$ cat src/rtl/hour_keeper_pkg.sv
// Shared clock-datapath definitions: BCD hour type, hour limit, indicator codes.
// Latency: n/a (types, constants and pure functions only).
// Backpressure: n/a.
package hour_keeper_pkg;

  // BCD hour, tens digit in [7:4], units digit in [3:0]
  typedef logic [7:0] bcd_hour_t;

  localparam bcd_hour_t  HOUR_MAX_BCD = 8'h23;
  localparam logic [3:0] LINE_AM_DEF  = 4'hA;
  localparam logic [3:0] LINE_PM_DEF  = 4'hF;
  localparam logic [3:0] LINE_24_DEF  = 4'hB;

  // Both digits decimal and the value within a day
  function automatic logic bcd_hour_ok(input bcd_hour_t h);
    return (h[7:4] <= 4'd9) && (h[3:0] <= 4'd9) && (h <= HOUR_MAX_BCD);
  endfunction

  // Only called on values already known to be 00..23
  function automatic logic [4:0] bcd_to_bin(input bcd_hour_t h);
    return 5'(h[7:4]) * 5'd10 + 5'(h[3:0]);
  endfunction

  function automatic bcd_hour_t bin_to_bcd(input logic [4:0] b);
    bcd_hour_t r;
    if (b >= 5'd20)      r = {4'h2, 4'(b - 5'd20)};
    else if (b >= 5'd10) r = {4'h1, 4'(b - 5'd10)};
    else                 r = {4'h0, 4'(b)};
    return r;
  endfunction

endpackage

$ cat src/rtl/hour_keeper_if.sv
// Control/status bundle between the button/minute layer and hour_keeper.
// Latency: n/a (wires only).
// Backpressure: none; every input is a one-cycle pulse or a level.
// master = driver of count/load requests, slave = hour_keeper.
interface hour_keeper_if;
  import hour_keeper_pkg::*;

  logic       carry_in;   // minute counter 59->00 pulse
  logic       inc;        // manual +1
  logic       dec;        // manual -1
  logic       load;       // load strobe
  bcd_hour_t  load_hour;  // BCD 24h value for load
  logic       trans;      // 1 = 12h display
  bcd_hour_t  hour24;     // registered 24h hour
  bcd_hour_t  hour_disp;  // registered display hour
  logic [3:0] line;       // registered indicator code
  logic       day_carry;  // day wrap pulse
  logic       load_err;   // rejected load pulse

  modport master (
    output carry_in, inc, dec, load, load_hour, trans,
    input  hour24, hour_disp, line, day_carry, load_err
  );

  modport slave (
    input  carry_in, inc, dec, load, load_hour, trans,
    output hour24, hour_disp, line, day_carry, load_err
  );

endinterface

$ cat src/rtl/hour_fmt.sv
// Combinational 24h -> display hour mapper with AM/PM/24h indicator selection.
// Latency: 0 cycles (pure combinational).
// Backpressure: none.
// Ports: hour24/trans in, three indicator codes in, hour_disp/line out.
module hour_fmt
  import hour_keeper_pkg::*;
(
  input  bcd_hour_t  hour24,
  input  logic       trans,
  input  logic [3:0] line_am,
  input  logic [3:0] line_pm,
  input  logic [3:0] line_24,
  output bcd_hour_t  hour_disp,
  output logic [3:0] line
);

  always_comb begin
    hour_disp = hour24;
    line      = line_24;
    if (trans) begin
      line = line_am;
      if (hour24 == 8'h00) begin
        hour_disp = 8'h12;
      end else if (hour24 >= 8'h12) begin
        line = line_pm;
        case (hour24[7:4])
          // 12 stays 12; 13..19 drop to 01..07 by subtracting 12 digit-wise
          4'h1: hour_disp = (hour24[3:0] == 4'd2) ? 8'h12
                                                  : {4'h0, hour24[3:0] - 4'd2};
          // 20/21 need a units add of 8 (12 = 20 - 8 would borrow); 22/23 -> 10/11
          4'h2: hour_disp = (hour24[3:0] < 4'd2) ? {4'h0, hour24[3:0] + 4'd8}
                                                 : {4'h1, hour24[3:0] - 4'd2};
          default: hour_disp = hour24;
        endcase
      end
    end
  end

endmodule

$ cat src/rtl/hour_keeper.sv
// Registered BCD hour-of-day counter with set/inc/dec and 12h/24h display.
// Latency: 1 cycle from any input to every output.
// Backpressure: none; pulses are consumed the cycle they arrive.
// Ports: clk, rst (async, active-high), bus (hour_keeper_if.slave).
module hour_keeper
  import hour_keeper_pkg::*;
#(
  parameter bcd_hour_t  RST_HOUR = 8'h00,
  parameter logic [3:0] LINE_AM  = LINE_AM_DEF,
  parameter logic [3:0] LINE_PM  = LINE_PM_DEF,
  parameter logic [3:0] LINE_24  = LINE_24_DEF
) (
  input logic          clk,
  input logic          rst,
  hour_keeper_if.slave bus
);

  bcd_hour_t  hour24_q, disp_q, nxt_hour, nxt_disp;
  logic [3:0] line_q, nxt_line;
  logic       dc_q, le_q, nxt_dc, nxt_le;
  logic [5:0] sum;
  logic [4:0] res;

  // Step is carry+inc-dec in -1..+2; the +24 bias keeps the sum non-negative
  // so the modulo reduces to at most two conditional subtracts.
  always_comb begin
    sum      = 6'(bcd_to_bin(hour24_q)) + 6'(bus.carry_in) + 6'(bus.inc)
             + 6'd24 - 6'(bus.dec);
    res      = 5'(sum);
    nxt_hour = hour24_q;
    nxt_dc   = 1'b0;
    nxt_le   = 1'b0;
    if (bus.load) begin
      if (bcd_hour_ok(bus.load_hour)) nxt_hour = bus.load_hour;
      else                            nxt_le   = 1'b1;
    end else begin
      if (sum >= 6'd48) begin
        res    = 5'(sum - 6'd48);
        // a forward wrap only counts as a new day when the minute carry drove it
        nxt_dc = bus.carry_in;
      end else if (sum >= 6'd24) begin
        res = 5'(sum - 6'd24);
      end
      nxt_hour = bin_to_bcd(res);
    end
  end

  // Display follows the next hour so hour24 and hour_disp change together
  hour_fmt u_fmt (
    .hour24    (nxt_hour),
    .trans     (bus.trans),
    .line_am   (LINE_AM),
    .line_pm   (LINE_PM),
    .line_24   (LINE_24),
    .hour_disp (nxt_disp),
    .line      (nxt_line)
  );

  always_ff @(posedge clk or posedge rst) begin
    if (rst) begin
      hour24_q <= RST_HOUR;
      disp_q   <= RST_HOUR;
      line_q   <= LINE_24;
      dc_q     <= 1'b0;
      le_q     <= 1'b0;
    end else begin
      hour24_q <= nxt_hour;
      disp_q   <= nxt_disp;
      line_q   <= nxt_line;
      dc_q     <= nxt_dc;
      le_q     <= nxt_le;
    end
  end

  assign bus.hour24    = hour24_q;
  assign bus.hour_disp = disp_q;
  assign bus.line      = line_q;
  assign bus.day_carry = dc_q;
  assign bus.load_err  = le_q;

endmodule

$ cat src/flat_wrapper.sv
// flat-port wrapper written by rule: the top's interface ports become plain ports
module hour_keeper_flat import hour_keeper_pkg::*;
#(
  parameter bcd_hour_t  RST_HOUR = 8'h00,
  parameter logic [3:0] LINE_AM  = LINE_AM_DEF,
  parameter logic [3:0] LINE_PM  = LINE_PM_DEF,
  parameter logic [3:0] LINE_24  = LINE_24_DEF
)
  (clk, rst, bus_carry_in, bus_inc, bus_dec, bus_load, bus_load_hour, bus_trans, bus_hour24, bus_hour_disp, bus_line, bus_day_carry, bus_load_err);
  hour_keeper_if bus_i ();
  input logic clk;
  input logic rst;
  input wire logic [$bits(bus_i.carry_in)-1:0] bus_carry_in;
  input wire logic [$bits(bus_i.inc)-1:0] bus_inc;
  input wire logic [$bits(bus_i.dec)-1:0] bus_dec;
  input wire logic [$bits(bus_i.load)-1:0] bus_load;
  input wire logic [$bits(bus_i.load_hour)-1:0] bus_load_hour;
  input wire logic [$bits(bus_i.trans)-1:0] bus_trans;
  output wire logic [$bits(bus_i.hour24)-1:0] bus_hour24;
  output wire logic [$bits(bus_i.hour_disp)-1:0] bus_hour_disp;
  output wire logic [$bits(bus_i.line)-1:0] bus_line;
  output wire logic [$bits(bus_i.day_carry)-1:0] bus_day_carry;
  output wire logic [$bits(bus_i.load_err)-1:0] bus_load_err;
  assign bus_i.carry_in = bus_carry_in;
  assign bus_i.inc = bus_inc;
  assign bus_i.dec = bus_dec;
  assign bus_i.load = bus_load;
  assign bus_i.load_hour = bus_load_hour;
  assign bus_i.trans = bus_trans;
  assign bus_hour24 = bus_i.hour24;
  assign bus_hour_disp = bus_i.hour_disp;
  assign bus_line = bus_i.line;
  assign bus_day_carry = bus_i.day_carry;
  assign bus_load_err = bus_i.load_err;
  hour_keeper #(.RST_HOUR(RST_HOUR), .LINE_AM(LINE_AM), .LINE_PM(LINE_PM), .LINE_24(LINE_24)) u_core (.clk(clk), .rst(rst), .bus(bus_i));
endmodule
$ cat config.mk
export PLATFORM = sky130hd
export DESIGN_NAME = hour_keeper_flat
export DESIGN_NICKNAME = d
export VERILOG_FILES = /design/src/rtl/hour_keeper_pkg.sv /design/src/rtl/hour_keeper_if.sv /design/src/rtl/hour_fmt.sv /design/src/rtl/hour_keeper.sv /design/src/flat_wrapper.sv
export SDC_FILE = /design/constraint.sdc
export NUM_CORES = 1
export LEC_CHECK = 0
export ABC_AREA = 1
export CAP_MARGIN = 25
export CORE_UTILIZATION = 40
export DETAILED_ROUTE_END_ITERATION = 8
export DONT_BUFFER_PORTS = 1
export SYNTH_ARGS = -nofsm -noshare
export SYNTH_HDL_FRONTEND = slang
export SYNTH_SLANG_ARGS = --single-unit
$ cat constraint.sdc
create_clock -name clk -period 10.8 [get_ports clk]
set_clock_uncertainty 0.15 [all_clocks]
set_input_delay 1.62 -clock clk [delete_from_list [all_inputs] [get_ports clk]]
set_output_delay 1.62 -clock clk [all_outputs]
set_load 0.01 [all_outputs]
==> flow_metrics.py <==
metrics = {
    "grt": {
        "track_usage_pct": 17.5,
        "grt_pass1_vias": 1294,
        "grt_max_degree": 21,
        "grt_antenna_before_repair": 0,
        "overflow": 0,
        "grt_pass1_wl_um": 5830,
    },
    "synthesis": {
        "synth_area_um2": 1680,
        "synth_seq_cells": 20,
        "yosysWarnings": 0,
        "syn_area_per_cell_um2": 7.42,
        "netlist_instances": 226,
        "yosysSeqAreaShare_pct": 29.9,
        "synth_edf_count": 0,
        "synth.distinct_cells": 29,
        "synthArstFlopShare_pct": 100,
        "ys.flop_type": "dfrtp_1",
    },
    "layout": {
        "nFillCells": 388,
        "final_cell_mix": "nand2_1, inv_1, nor2_1, nand3_1, dfrtp_1",
        "final_util_pct": 44.9,
        "final_common_cell": "nand2_1",
        "multi_input_comb_area_um2": 998,
        "diodes": 0,
        "drive_above_1_share_pct": 20.6,
        "final_cells": 278,
        "area_delta_synth_final_pct": 7.09,
        "nets": 258,
        "layout.area.seq_um2": 502,
    },
    "floorplanning": {
        "start_util_pct": 41.9,
        "rows": 23,
        "die_width_um": 66.7,
        "ios": 37,
        "core_area_um2": 4000,
        "dieArea_um2": 4450,
        "die_h_um": 66.7,
    },
    "setup_path": {
        "cp.arrival_ns": 4.77,
        "cp_data_required_time_ns": 10.80,
        "path_max_fanout": 5,
        "cp-end-kind": "flop",
        "crit_path_start_kind": "input port",
        "critPathKind": "input port to flop",
    },
    "route": {
        "drc": 0,
        "via_per_inst": 4.82,
        "firstDrtPassIters": 4,
        "drt_iter0_markers": 58,
        "via_count": 1339,
        "wl_um": 3430,
        "post_drt_wl_per_cell_um": 12.3,
        "ant_nets": 0,
    },
    "clocking": {
        "clock-root-buffer": "clkbuf_8",
        "cts_setup_buffers": 0,
        "clk_pin_slew_worst_paths_ns": 0.07,
        "clk_path_buf_depth": 2,
        "ctsResizeCount": 0,
        "cts_max_level": 1,
        "clock-sinks": 20,
        "hold_buffers": 0,
        "tritoncts": "built",
        "insertion_delay_ns": 0.27,
        "numCtsBuffers": 3,
    },
    "timing": {
        "worst_pin_slew_ns": 0.793,
        "slew-limit-headroom_pct": 47.1,
        "fin_crit_ns": 4.77,
        "fin_tns_setup_ns": 0,
        "setup_viol": 0,
        "max_freq_mhz": 210,
        "drv_slew": 0,
        "rsz0062_at_grt": "no",
        "hold_viol": 0,
        "finalCritPeriodShare_pct": 44.1,
    },
    "place": {
        "dp_cells": 274,
        "hpwlAfterDp_um": 2830,
        "gp_congestion": 0.951,
        "portBuffers": 0,
    },
    "run_status": {
        "status": "complete, no violations",
    },
    "flow_run": {
        "drv_cap": 0,
    },
    "min_path": {
        "holdCritPathClass": "flop to flop",
    },
}
==> flip-flops by register name (all words and copies together), names as in the netlist <==
name / flops
u_core.bus.hour24: 8
u_core.bus.hour_disp: 8
u_core.bus.line: 2
u_core.bus.day_carry: 1
u_core.bus.load_err: 1
==> stage by stage <==
step,setup WS [ns],hold slack (ns),instance area (um2)
after detailed placement,5.80,0.476,1720
after global routing,5.78,0.522,1800
final,6.03,0.477,1800
after CTS,6.04,0.487,1800
after floorplan,6.04,0.428,1680
after global placement,5.82,0.468,1720
==> cells in the mapped netlist, types with 3 or more instances <==
| cell type | instances | area (um2) |
|---|---|---|
| nand3_1 | 19 | 95.1 |
| o21ai_1 | 3 | 15.0 |
| dfrtp_1 | 19 | 475 |
| inv_2 | 8 | 30.0 |
| inv_1 | 34 | 128 |
| nand3_2 | 6 | 60.1 |
| a21oi_1 | 6 | 30.0 |
| nand2_1 | 48 | 180 |
| nor2_1 | 20 | 75.1 |
| nand2_4 | 7 | 78.8 |
| fa_1 | 3 | 60.1 |
| o21ai_0 | 6 | 30.0 |
| nand2_2 | 11 | 68.8 |
| ha_1 | 11 | 138 |
| a21oi_2 | 4 | 35.0 |
==> path summary, 6_finish.rpt <==
kind / startpoint / to / slack [ns] / cells past startpoint
setup / recovery: bus_carry_in / u_core.bus.hour_disp[2] / 6.03 / 27
hold / removal: u_core.bus.hour24[7] / u_core.bus.hour_disp[7] / 0.48 / 2
setup reg to reg: u_core.bus.hour24[1] / u_core.bus.hour_disp[2] / 6.68 / 28
hold reg to reg: u_core.bus.hour24[7] / u_core.bus.hour_disp[7] / 0.48 / 2
max in group asynchronous: rst / u_core.bus.hour24[7] / 8.76 / 1
min in group asynchronous: rst / u_core.bus.hour24[3] / 1.23 / 1
==> critical path: stages <==
cell     delay (ns)
inv_1          0.02
ha_1           0.27
fa_1           0.16
inv_1          0.06
fa_1           0.40
a21o_1         0.22
a21oi_1        0.16
nand3_1        0.11
nand2_2        0.11
nand2_4        0.07
nand2_1        0.09
inv_1          0.05
ha_1           0.17
nand3_1        0.10
inv_1          0.07
nor2_4         0.11
nand2_2        0.06
nand2_1        0.09
nand2_1        0.08
a21oi_4        0.19
nand3_2        0.12
nand2_1        0.08
nand2_2        0.08
nand2_2        0.08
inv_2          0.04
nor2_1         0.08
a21oi_1        0.05
==> cell families after synthesis <==
group / synth area share [%]
other: 0.224
XOR/XNOR: 1.04
adder cells (fa/ha/maj): 11.8
buffers and inverters: 10.7
flip-flops: 29.9
AND/OR/NAND/NOR: 35.4
AO/OA/AOI/OAI: 10.8
==> area by class of cell <==
| class | count | share of cell area [%] |
|---|---|---|
| Inverter | 43 | 8.99 |
| Tap cell | 50 | 3.48 |
| Clock buffer | 3 | 2.30 |
| Sequential cell | 20 | 27.9 |
| Clock inverter | 1 | 1.67 |
| Multi-Input combinational cell | 161 | 55.6 |
==> metal layers <==
layer | track usage [%] | vias to the layer above | part of all wire (%)
li1 | - | 701 | -
met1 | 24.7 | 601 | 51
met2 | 26.1 | 34 | 43
met3 | 3.94 | 3 | 5.2
met4 | 5.59 | 0 | 0.73
met5 | 0 | - | 0
Power is left out: the tool's default activity adds up to more than one toggle a clock period on the data nets, which glitch-free logic cannot reach.
